**src/rtl/mem_access_seq.sv**
```systemverilog
// mem_access_seq: multicycle load/store sequencer for the CPU data-memory port.
// Loads zero-extend the low lanes; sub-word stores are done as read-modify-write.
module mem_access_seq #(
   parameter int MEM_LAT = 2
) (
   input  logic        clk,
   input  logic        reset,
   input  logic        req_valid,
   output logic        req_ready,
   input  logic        req_write,
   input  logic [1:0]  req_mode,
   input  logic [31:0] req_addr,
   input  logic [31:0] req_wdata,
   output logic [31:0] mem_addr,
   output logic        mem_rd,
   output logic        mem_wr,
   output logic [31:0] mem_wdata,
   input  logic [31:0] mem_rdata,
   output logic        resp_valid,
   output logic [31:0] resp_data,
   output logic        resp_err,
   output logic [2:0]  dbg_state
);

   // Handshake: a request transfers on the rising edge where req_valid and req_ready
   // are both high; req_ready is high only in IDLE. resp_valid is a one-cycle pulse
   // with no backpressure.

   typedef enum logic [2:0] {
      S_IDLE  = 3'd0,
      S_RD    = 3'd1,
      S_RWAIT = 3'd2,
      S_WR    = 3'd3,
      S_RESP  = 3'd4
   } state_t;

   localparam logic [1:0] MODE_WORD = 2'b00;
   localparam logic [1:0] MODE_HALF = 2'b01;
   localparam logic [1:0] MODE_BYTE = 2'b10;
   localparam logic [1:0] MODE_ILL  = 2'b11;
   localparam logic [2:0] CNT_INIT  = 3'(MEM_LAT - 1);

   state_t      state;
   logic [2:0]  cnt;
   logic        cap_write;
   logic [1:0]  cap_mode;
   logic [31:0] cap_addr;
   logic [31:0] cap_wdata;

   function automatic logic [31:0] merge(input logic [1:0] mode, input logic [31:0] old,
                                         input logic [31:0] wd);
      case (mode)
         MODE_HALF: merge = {old[31:16], wd[15:0]};
         MODE_BYTE: merge = {old[31:8], wd[7:0]};
         default:   merge = wd;
      endcase
   endfunction

   function automatic logic [31:0] extract(input logic [1:0] mode, input logic [31:0] old);
      case (mode)
         MODE_HALF: extract = {16'b0, old[15:0]};
         MODE_BYTE: extract = {24'b0, old[7:0]};
         default:   extract = old;
      endcase
   endfunction

   // Gated by reset so ready stays low while reset is asserted.
   assign req_ready = (state == S_IDLE) && reset;
   assign dbg_state = state;

   always_ff @(posedge clk or negedge reset) begin
      if (!reset) begin
         state      <= S_IDLE;
         cnt        <= 3'd0;
         cap_write  <= 1'b0;
         cap_mode   <= 2'b00;
         cap_addr   <= 32'd0;
         cap_wdata  <= 32'd0;
         mem_addr   <= 32'd0;
         mem_rd     <= 1'b0;
         mem_wr     <= 1'b0;
         mem_wdata  <= 32'd0;
         resp_valid <= 1'b0;
         resp_data  <= 32'd0;
         resp_err   <= 1'b0;
      end else begin
         case (state)
            S_IDLE: begin
               if (req_valid) begin
                  cap_write <= req_write;
                  cap_mode  <= req_mode;
                  cap_addr  <= req_addr;
                  cap_wdata <= req_wdata;
                  if (req_mode == MODE_ILL) begin
                     state      <= S_RESP;
                     resp_valid <= 1'b1;
                     resp_err   <= 1'b1;
                  end else if (req_write && (req_mode == MODE_WORD)) begin
                     state     <= S_WR;
                     mem_wr    <= 1'b1;
                     mem_addr  <= req_addr;
                     mem_wdata <= req_wdata;
                  end else begin
                     state    <= S_RD;
                     mem_rd   <= 1'b1;
                     mem_addr <= req_addr;
                  end
               end
            end
            S_RD: begin
               mem_rd   <= 1'b0;
               mem_addr <= 32'd0;
               cnt      <= CNT_INIT;
               state    <= S_RWAIT;
            end
            S_RWAIT: begin
               // Read data is valid in the cycle the countdown reaches zero.
               if (cnt == 3'd0) begin
                  if (cap_write) begin
                     state     <= S_WR;
                     mem_wr    <= 1'b1;
                     mem_addr  <= cap_addr;
                     mem_wdata <= merge(cap_mode, mem_rdata, cap_wdata);
                  end else begin
                     state      <= S_RESP;
                     resp_valid <= 1'b1;
                     resp_data  <= extract(cap_mode, mem_rdata);
                  end
               end else begin
                  cnt <= cnt - 3'd1;
               end
            end
            S_WR: begin
               mem_wr     <= 1'b0;
               mem_addr   <= 32'd0;
               mem_wdata  <= 32'd0;
               resp_valid <= 1'b1;
               state      <= S_RESP;
            end
            S_RESP: begin
               resp_valid <= 1'b0;
               resp_data  <= 32'd0;
               resp_err   <= 1'b0;
               state      <= S_IDLE;
            end
            default: state <= S_IDLE;
         endcase
      end
   end

endmodule
```
**config.mk**
```make
export PLATFORM = sky130hd
export DESIGN_NAME = mem_access_seq
export DESIGN_NICKNAME = d
export VERILOG_FILES = /design/src/rtl/mem_access_seq.sv
export SDC_FILE = /design/constraint.sdc
export NUM_CORES = 1
export LEC_CHECK = 0
export BUFFER_PORTS_ARGS = -buffer_cell sky130_fd_sc_hd__buf_2
export CAP_MARGIN = 20
export CELL_PAD_IN_SITES_DETAIL_PLACEMENT = 1
export CELL_PAD_IN_SITES_GLOBAL_PLACEMENT = 1
export CORE_AREA = 2 2 126 159
export DETAILED_ROUTE_END_ITERATION = 10
export DIE_AREA = 0 0 128 161
export GPL_ROUTABILITY_DRIVEN = 0
export GPL_TIMING_DRIVEN = 0
export PLACE_DENSITY_LB_ADDON = 0.3
export SYNTH_ARGS = -nofsm -noshare
export SYNTH_HDL_FRONTEND = slang
export SYNTH_SLANG_ARGS = --single-unit
```
**constraint.sdc**
```tcl
create_clock -name clk -period 2.5 [get_ports clk]
set_input_delay 0.375 -clock clk [delete_from_list [all_inputs] [get_ports clk]]
set_output_delay 0.375 -clock clk [all_outputs]
set_load 0.1 [all_outputs]
```
==> results.yml, run 1 <==
route:
  routed_via_density: 5.342
  routed_wire_length_per_instance_um: 19.40
  dr.first_iter.drc_count: 217
  drc_errors: 0
  drt.antenna.violating_nets: 0
  num_vias: 5908
  detail_route.wirelength_um: 21460
  dr.pass1.iters: 4
sta:
  report.final.hold_viol_count: 84
  fin_crit_ns: 2.334
  report.final.setup_viol: 0
  fin_worst_hold_slack_ns: -0.1411
  clock_skew_ns: 0.01129
  rsz_0062_raised_after_global_routing: "no"
  relSlewSlack_pct: 47.87
  tightest_slew_ns: 0.7778
  min_period_over_period_pct: 93.38
  max_freq_mhz: 428.4
  report.final.slew_viol_count: 0
  fin_setup_tns_ns: 0
synth:
  mean_cell_area_of_the_mapped_netlist_um2: 12.15
  synthesis.area_um2: 7691
  yosysSeqAreaShare_pct: 56.29
  count_of_mapped_cells_out_of_synthesis: 633
  mappedNetlistNets: 739
  most_used_flip_flop_cell_after_synthesis: "dfrtp_1"
  ys_warn_count: 0
  synth.lib_cells_used.distinct: 45
  ys_seq_elements: 173
  synth_edf_count: 0
  asyncSetResetFlopFracSynth_pct: 100.0
clock_tree:
  ctsLongestPathBuffers: 2
  clock_tree.htree_level_count: 4
  clock_insertion_delay_worst_skew_ns: 0.43
  clock_tree.root_cell: "clkbuf_16"
  tritoncts: "yes"
  cts_made_buffers: 17
  clkSlewWorstSetupHoldPaths_ns: 0.07
  cts_num_sinks: 173
  postCtsSetupRepairBufs: 0
die:
  fp.dieArea_um2: 20610
  top_level_ports: 206
  chipWidth_um: 128
  fp.dieH_um: 161
  std_cell_rows: 57
  placeable_core_area_um2: 19110
  floorplan.initialDensity_pct: 40.24
critical_path:
  timing.critical_path.mode_cell: "buf_2"
  timing_worst_setup_path_type: "flop to primary output"
  slowest_stage: "dfrtp_1"
  required_ns: 2.12
  r2r_cells: 8
  critical_path.cell_chain: "buf_2, nor3_1, and2_1, buf_2"
  critical_path_peak_fanout: 10
  cp-end-kind: "primary output"
  worstPathArrival_ns: 1.96
  worst_path_largest_cell_delay_ns: 0.48
  setup.worst_path.start_class: "flop"
min_path:
  hold_class: "input port to asynchronous set/reset pin"
layout:
  postLayoutCellArea_um2: 9613
  layout_cells_sized_above_1_pct: 42.87
  mostFrequentLayoutCells: "buf_2, dfrtp_1, mux2_2, nand2_1, a22o_1"
  final_core_util_pct: 50.29
  layout_net_count: 963
  layout_commonest_cell: "buf_2"
  fin_cells: 1106
  antenna_cells: 0
  area_growth_syn_to_layout_pct: 24.99
grt:
  grt_util_all_layers_pct: 21.57
  grt_pass1_wl_um: 34630
  globalRouteOverflowTotal: 0
  grt_antenna_before_repair: 2
  maximum_number_of_pins_on_one_net_before_global_route_repair: 91
  grt_pass1_vias: 6403
placement:
  placedInstanceArea_um2: 9051
  buffer_ports.inserted: 205
  dpl.cell_count: 1075
  detailedPlacementHpwl_um: 15790
status:
  run_status: "finished, violations left"
  violations: "hold timing"
job:
  max-cap-violations: 0
[synth_stat cells, types with 10 or more instances]
cell type  instances  area share (%)
dfrtp_1          173              56
a2bb2oi_1         18             2.0
nand2_1           87             4.2
clkbuf_1          25             1.2
a22o_1            40             4.6
nand3_1           32             2.1
mux2_1            11             1.6
mux2_2            99              14
buf_2             20             1.3
o21ai_0           22             1.4
a22oi_1           16             1.6
nor3b_1           10            0.98
[final cells by class]
| cell class | count | area, µm² |
|---|---|---|
| sequential | 173 | 4330 |
| multi-input combinational | 401 | 3093 |
| fill | 2066 | 9500 |
| clock inverter | 12 | 102.6 |
| clock buffer | 20 | 456.7 |
| inverter | 8 | 30.03 |
| buffer | 50 | 236.5 |
| timing repair buffer | 206 | 1069 |
| tap | 236 | 295.3 |
[final timing paths]
check                                          startpoint                        end  slack [ns]
worst min-delay path                                reset   resp_data[6]$_DFFE_PN0P_       -0.14
worst max-delay path             dbg_state[0]$_DFFE_PN0P_                  req_ready        0.17
worst min register to register  resp_data[27]$_DFFE_PN0P_  resp_data[27]$_DFFE_PN0P_        0.46
min in group clk                             mem_rdata[2]   resp_data[2]$_DFFE_PN0P_        0.17
max in group asynchronous                           reset   mem_addr[29]$_DFFE_PN0P_        1.83
worst max register to register    cap_mode[0]$_DFFE_PN0P_  mem_wdata[14]$_DFFE_PN0P_        0.19
[layer usage]
layer | up-vias | track usage [%] | routed length, µm
li1 | 2739 | - | -
met1 | 2987 | 26.53 | 9041
met2 | 155 | 37.58 | 10860
met3 | 25 | 6.062 | 1271
met4 | 2 | 5.095 | 269
met5 | - | 0 | 13
[critical path, delay by kind of cell (launching register included)]
| family | cells | cell delay [ns] |
|---|---|---|
| and+or+nand+nor | 2 | 0.38 |
| buffers and inverters | 2 | 0.68 |
| DFF | 1 | 0.48 |
[kinds of logic after synthesis]
kind of cell	count (synthesis)	share of synthesized area, %
AOI/OAI and AO/OA	126	13.11
adders and majority gates	4	0.6507
buffers and inverters	59	3.498
DFF	173	56.29
muxes	114	16.82
and+or+nand+nor	157	9.631
[stage by stage]
stage / worst slack [ns] / hold slack [ns]
after floorplan: 0.01409 / 0.07941
after global placement: -2.204 / 0.4450
after detailed placement: 0.06982 / 0.4252
after CTS: 0.06921 / -0.03727
after global routing: 0.02066 / -0.1330
final: 0.1656 / -0.1411
[what timing repair did]
action                                 in CTS  in global routing
gates resized for setup                     0                  3
endpoints found under the hold margin      84                 84
setup endpoints to repair                   0                 42
[registers in the layout, indices dropped and copies added, names as in the netlist]
register / flops
mem_rd: 1
dbg_state: 3
cap_mode: 2
resp_valid: 1
cap_wdata: 32
mem_wdata: 32
mem_addr: 32
cnt: 3
cap_write: 1
resp_err: 1
cap_addr: 32
resp_data: 32
mem_wr: 1
Power of run 1 is left out: the tool's default activity adds up to more than one toggle a clock period on the data nets, which glitch-free logic cannot reach.
==> inputs of run 2 (changes only) <==
Settings changed: CORE_AREA 2 2 126 159 to 2 2 129 156, DIE_AREA 0 0 128 161 to 0 0 131 158.
==> run 2 against run 1 <==
  * The flow now finishes without violations
  * Clock skew down 0.0027 ns
  * Die area up 0.44%
  * Maximum frequency down 1.5%
  * First-iteration DRC count up 0.46%
  * Core utilization down 0.12 points
  * Worst hold slack better by 0.32 ns
  * Worst setup slack worse by 0.035 ns
  * Critical path depth unchanged
  * Largest cell class unchanged
==> results.yml, run 2 (synthesis results as in run 1) <==
critical_path:
  required_ns: 2.12
  timing_worst_setup_path_type: "input port to primary output"
  worstPathArrival_ns: 1.99
  cp-end-kind: "primary output"
  setup.worst_path.start_class: "input port"
  critical_path_peak_fanout: 72
route:
  routed_wire_length_per_instance_um: 19.21
  routed_via_density: 5.262
  detail_route.wirelength_um: 21710
  dr.pass1.iters: 4
  drc_errors: 0
  drt.antenna.violating_nets: 0
  num_vias: 5946
  dr.first_iter.drc_count: 218
die:
  placeable_core_area_um2: 19270
  chipWidth_um: 131
  fp.dieH_um: 158
  top_level_ports: 206
  std_cell_rows: 56
  fp.dieArea_um2: 20700
  floorplan.initialDensity_pct: 39.92
clock_tree:
  tritoncts: "yes"
  clkSlewWorstSetupHoldPaths_ns: 0.07
  clock_insertion_delay_worst_skew_ns: 0.42
  clock_tree.htree_level_count: 4
  postCtsSetupRepairBufs: 0
  clock_tree.root_cell: "clkbuf_16"
  cts_num_sinks: 173
  cts_made_buffers: 17
  ctsLongestPathBuffers: 2
layout:
  layout_net_count: 963
  postLayoutCellArea_um2: 9668
  fillerInstances: 2139
  layout_cells_sized_above_1_pct: 42.92
  layout_commonest_cell: "buf_2"
  antenna_cells: 0
  area_growth_syn_to_layout_pct: 25.70
  mostFrequentLayoutCells: "buf_2, dfrtp_1, mux2_2, nand2_1, a22o_1"
  fin_cells: 1130
placement:
  placedInstanceArea_um2: 9082
  buffer_ports.inserted: 205
  detailedPlacementHpwl_um: 16030
  dpl.cell_count: 1100
sta:
  report.final.setup_viol: 0
  rsz_0062_raised_after_global_routing: "no"
  report.final.slew_viol_count: 0
  min_period_over_period_pct: 94.76
  fin_crit_ns: 2.369
  tightest_slew_ns: 0.7729
  report.final.hold_viol_count: 0
  clock_skew_ns: 0.008584
  relSlewSlack_pct: 48.19
  max_freq_mhz: 422.1
grt:
  grt_pass1_wl_um: 34030
  grt_pass1_vias: 6398
  grt_antenna_before_repair: 0
  globalRouteOverflowTotal: 0
  grt_util_all_layers_pct: 21.26
  maximum_number_of_pins_on_one_net_before_global_route_repair: 104
min_path:
  hold_class: "input port to flop"
status:
  run_status: "complete, no violations"
job:
  max-cap-violations: 0
==> run 2: cell count changes in the layout (fill, tap and decap cells not counted), sizes merged <==
cell	before	now
inv	14	11
bufinv	0	1
clkbuf	44	43
dlygate4sd3	0	1
clkinvlp	4	6
clkinv	2	1
==> run 2: through the flow <==
stage                     hold slack (ns)  setup WS (ns)  util (%)  setup TNS [ns]
after global routing               0.1788        0.03051     50.18               0
after CTS                          0.1653        0.01200     50.18               0
after detailed placement           0.3741        0.08310     47.14               0
after global placement             0.4442         -2.246     46.94         -331.47
final                              0.1825         0.1310     50.18               0
after floorplan                   0.07941        0.01409         -               0
==> run 2: final timing paths <==
check / slack, ns / from / to / depth (start not counted)
hold reg to reg: 0.46 / resp_data[3]$_DFFE_PN0P_ / resp_data[3]$_DFFE_PN0P_ / 2
min in group asynchronous: 0.45 / reset / resp_data[4]$_DFFE_PN0P_ / 2
setup / recovery: 0.13 / reset / req_ready / 4
setup reg to reg: 0.19 / dbg_state[0]$_DFFE_PN0P_ / mem_wdata[20]$_DFFE_PN0P_ / 5
max in group asynchronous: 1.15 / reset / dbg_state[1]$_DFFE_PN0P_ / 3
hold / removal: 0.18 / mem_rdata[3] / resp_data[3]$_DFFE_PN0P_ / 3
==> run 2: layout make-up <==
cell class	count	area [µm²]	share of cell area, %
buffer	49	232.7	2.407
clock buffer	20	466.7	4.827
clock inverter	11	110.1	1.139
inverter	8	30.03	0.3106
multi-input combinational	401	3093	31.99
sequential	173	4330	44.79
tap	261	326.6	3.378
timing repair buffer	207	1079	11.16
==> run 2: worst max-delay path, stage by stage <==
cell and delay, ns:
dlygate4sd3_1 0.58, buf_12 0.32, and2_1 0.19, buf_2 0.44
==> run 2: per-layer routing <==
layer  part of all wire, %  GRT usage [%]  vias to the layer above  routed length, µm
li1                      -              -                     2729                  -
met1                    42          26.49                     3000               9221
met2                    49          35.70                      190              10560
met3                   6.6          5.610                       27               1441
met4                   2.3          7.092                        0                490
met5                     0              0                        -                  0
==> run 2: timing repair <==
action | CTS | global route
gates resized for setup | 0 | 3
endpoints found under the setup margin | 0 | 37
hold buffers | 1 | 0
hold endpoints to repair | 70 | 0
Power of run 2 is left out for the same reason.
==> inputs of run 3 (changes only) <==
Settings changed: ABC_AREA set to 1, CORE_AREA 2 2 129 156 to 2 2 137 166, DIE_AREA 0 0 131 158 to 0 0 139 168.
==> run 3 against run 2 <==
  * The flow now finishes with violations (hold timing)
  * Area after synthesis increased by 5.8%
  * Final cell count rose by 42%
  * Critical path depth rose by 6
  * Sequential share of layout area fell by 2.2 points
  * Design area up 5.2%
  * Wire length increased by 23%
  * Non-clock buffer count rose by 15
  * Synthesized cell count up 71%
  * Global-route usage increased by 2.1 points
  * Worst hold slack worse by 0.21 ns
  * Sequential cell count is the same
  * Critical endpoint is now mem_wdata[22]$_DFFE_PN0P_
==> results.yml, run 3 <==
critical_path:
  setup.worst_path.start_class: "flop"
  rr_startpoint: "cnt[0]$_DFFE_PN0P_"
  required_ns: 2.87
  critical_path.endpoint: "mem_wdata[22]$_DFFE_PN0P_"
  critical_path_peak_fanout: 10
  r2r_cells: 10
  worstPathArrival_ns: 2.61
  ff2ff_setup_slack_ns: 0.27
  timing_worst_setup_path_type: "flop to flop"
  cp-startpoint: "cnt[0]$_DFFE_PN0P_"
  worst_r2r_endpoint: "mem_wdata[22]$_DFFE_PN0P_"
  cp-end-kind: "flop"
layout:
  mostFrequentLayoutCells: "nand2_1, buf_2, dfrtp_1, nand3_1, nor2_1"
  final_core_util_pct: 46.39
  layout_cells_sized_above_1_pct: 20.26
  layout_net_count: 1416
  area_growth_syn_to_layout_pct: 24.95
  layout_commonest_cell: "nand2_1"
placement:
  detailedPlacementHpwl_um: 20010
  buffer_ports.inserted: 205
clock_tree:
  clock_tree.root_cell: "clkbuf_16"
  clkSlewWorstSetupHoldPaths_ns: 0.08
  cts_made_buffers: 17
  ctsLongestPathBuffers: 2
  tritoncts: "yes"
  clock_tree.htree_level_count: 4
  clock_insertion_delay_worst_skew_ns: 0.44
  cts_num_sinks: 173
  postCtsSetupRepairBufs: 0
job:
  max-cap-violations: 0
route:
  detailroute.wirelength.met2_um: 13270
  detail_route.wirelength_um: 26780
  met1_length_um: 11470
  dr.first_iter.drc_count: 402
  num_vias: 7995
  drt.antenna.violating_nets: 0
  routed_wire_length_per_instance_um: 16.67
  routed_via_density: 4.975
  top_metal_used: "met5"
  detailroute.wirelength.met3_um: 1364
  dr.pass1.iters: 4
  drc_errors: 0
synth:
  ys_top_cells_by_count: "nand2_1, dfrtp_1, nand3_1, nor2_1, inv_1"
  post-synth-top-area-fraction_pct: 53.20
  mean_cell_area_of_the_mapped_netlist_um2: 7.500
  ys_warn_count: 0
  synth.lib_cells_used.distinct: 21
  asyncSetResetFlopFracSynth_pct: 100.0
  most_used_flip_flop_cell_after_synthesis: "dfrtp_1"
  synth_edf_count: 0
  main_area_contributors_after_synthesis: "dfrtp_1, nand2_1, nand3_1"
  yosysSeqAreaShare_pct: 53.20
  most_frequent_cell_after_synthesis: "nand2_1"
  mappedNetlistNets: 1191
  synth_largest_area_cell: "dfrtp_1"
  ys_seq_elements: 173
  synthesis.area_um2: 8138
  count_of_mapped_cells_out_of_synthesis: 1085
sta:
  fin_setup_tns_ns: 0
  clock_skew_ns: 0.01213
  max_freq_mhz: 447.5
  relSlewSlack_pct: 43.89
  tightest_slew_ns: 0.8416
  fin_worst_hold_slack_ns: -0.02252
  fin_crit_ns: 2.235
  report.final.slew_viol_count: 0
  min_period_over_period_pct: 89.39
  report.final.hold_viol_count: 6
  report.final.setup_viol: 0
  rsz_0062_raised_after_global_routing: "no"
die:
  std_cell_rows: 60
  top_level_ports: 206
  fp.dieH_um: 168
  fp.dieArea_um2: 23350
  placeable_core_area_um2: 21920
  chipWidth_um: 139
  floorplan.initialDensity_pct: 37.12
status:
  violations: "hold timing"
  run_status: "finished, violations left"
grt:
  globalRouteOverflowTotal: 0
  grt_pass1_wl_um: 43510
  maximum_number_of_pins_on_one_net_before_global_route_repair: 105
  grt_pass1_vias: 8271
  grt_util_all_layers_pct: 23.35
  grt_antenna_before_repair: 7
min_path:
  hold_class: "input port to asynchronous set/reset pin"
==> run 3: cell types whose count changed in the layout (fill, tap and decap cells not counted), sizes merged, moves of 18 or more <==
cell	delta
a21oi	+20
nand3	+107
nand2	+401
nor2	+57
inv	+49
o21ai	+50
mux2	-113
a2bb2oi	-18
a22o	-40
==> run 3: area by class of cell <==
type / instances / area (µm²)
tap: 279 / 349.1
timing repair buffer: 206 / 1064
sequential: 173 / 4329
inverter: 51 / 191.4
multi-input combinational: 796 / 3356
fill: 2876 / 11750
clock inverter: 15 / 172.7
buffer: 65 / 269.0
antenna: 5 / 12.51
clock buffer: 17 / 425.4
==> run 3: kinds of logic (layout without fill, tap and decap cells) <==
logic type	count (synthesis)	in the layout	synth area share [%]
DFF	173	173	53.20
other	0	5	0
and+or+nand+nor	691	691	34.16
AOI/OAI and AO/OA	101	101	6.365
buffers and inverters	116	354	5.658
adders and majority gates	4	4	0.6150
==> run 3: worst max-delay path: stages (launching register included) <==
cell and delay (ns):
dfrtp_1 0.39, inv_1 0.09, ha_1 0.16, nand2_1 0.11, nand3_1 0.25, nand2_1 0.09
nor2_1 0.17, buf_2 0.31, buf_2 0.30, nand3_1 0.17, nand2_1 0.11
==> run 3: how the worst min path moves through the flow <==
stage                         startpoint                   endpoint  slack (ns)
2_1_floorplan                      reset    cap_addr[0]$_DFFE_PN0P_        0.08
3_3_place_gp          mem_wr$_DFFE_PN0P_         mem_wr$_DFFE_PN0P_        0.45
3_5_place_dp   mem_wdata[24]$_DFFE_PN0P_  mem_wdata[24]$_DFFE_PN0P_        0.46
4_1_cts                            reset  resp_data[13]$_DFFE_PN0P_        0.03
5_1_grt                            reset  resp_data[13]$_DFFE_PN0P_        0.04
6_report                           reset  resp_data[13]$_DFFE_PN0P_       -0.02
==> run 3: stage by stage <==
stage,std cells,cell area [µm²],setup WS [ns],hold slack [ns]
after floorplan,1085,8138,0.1852,0.07941
after global routing,1605,10160,0.07664,0.04167
after detailed placement,1570,9550,0.1783,0.4576
after CTS,1602,10150,0.1520,0.02975
final,1607,10170,0.2653,-0.02252
after global placement,1569,9513,-2.335,0.4514
==> run 3: metal layers <==
layer | up-vias | GRT usage [%]
li1 | 3900 | -
met1 | 3856 | 29.00
met2 | 196 | 40.59
met3 | 39 | 5.319
met4 | 4 | 7.246
met5 | - | 0
==> run 3: timing repair <==
action,in CTS,in global routing
endpoints found under the setup margin,0,4
gates resized for setup,0,1
endpoints found under the hold margin,0,0
hold buffers,0,0
Power of run 3 is left out for the same reason.
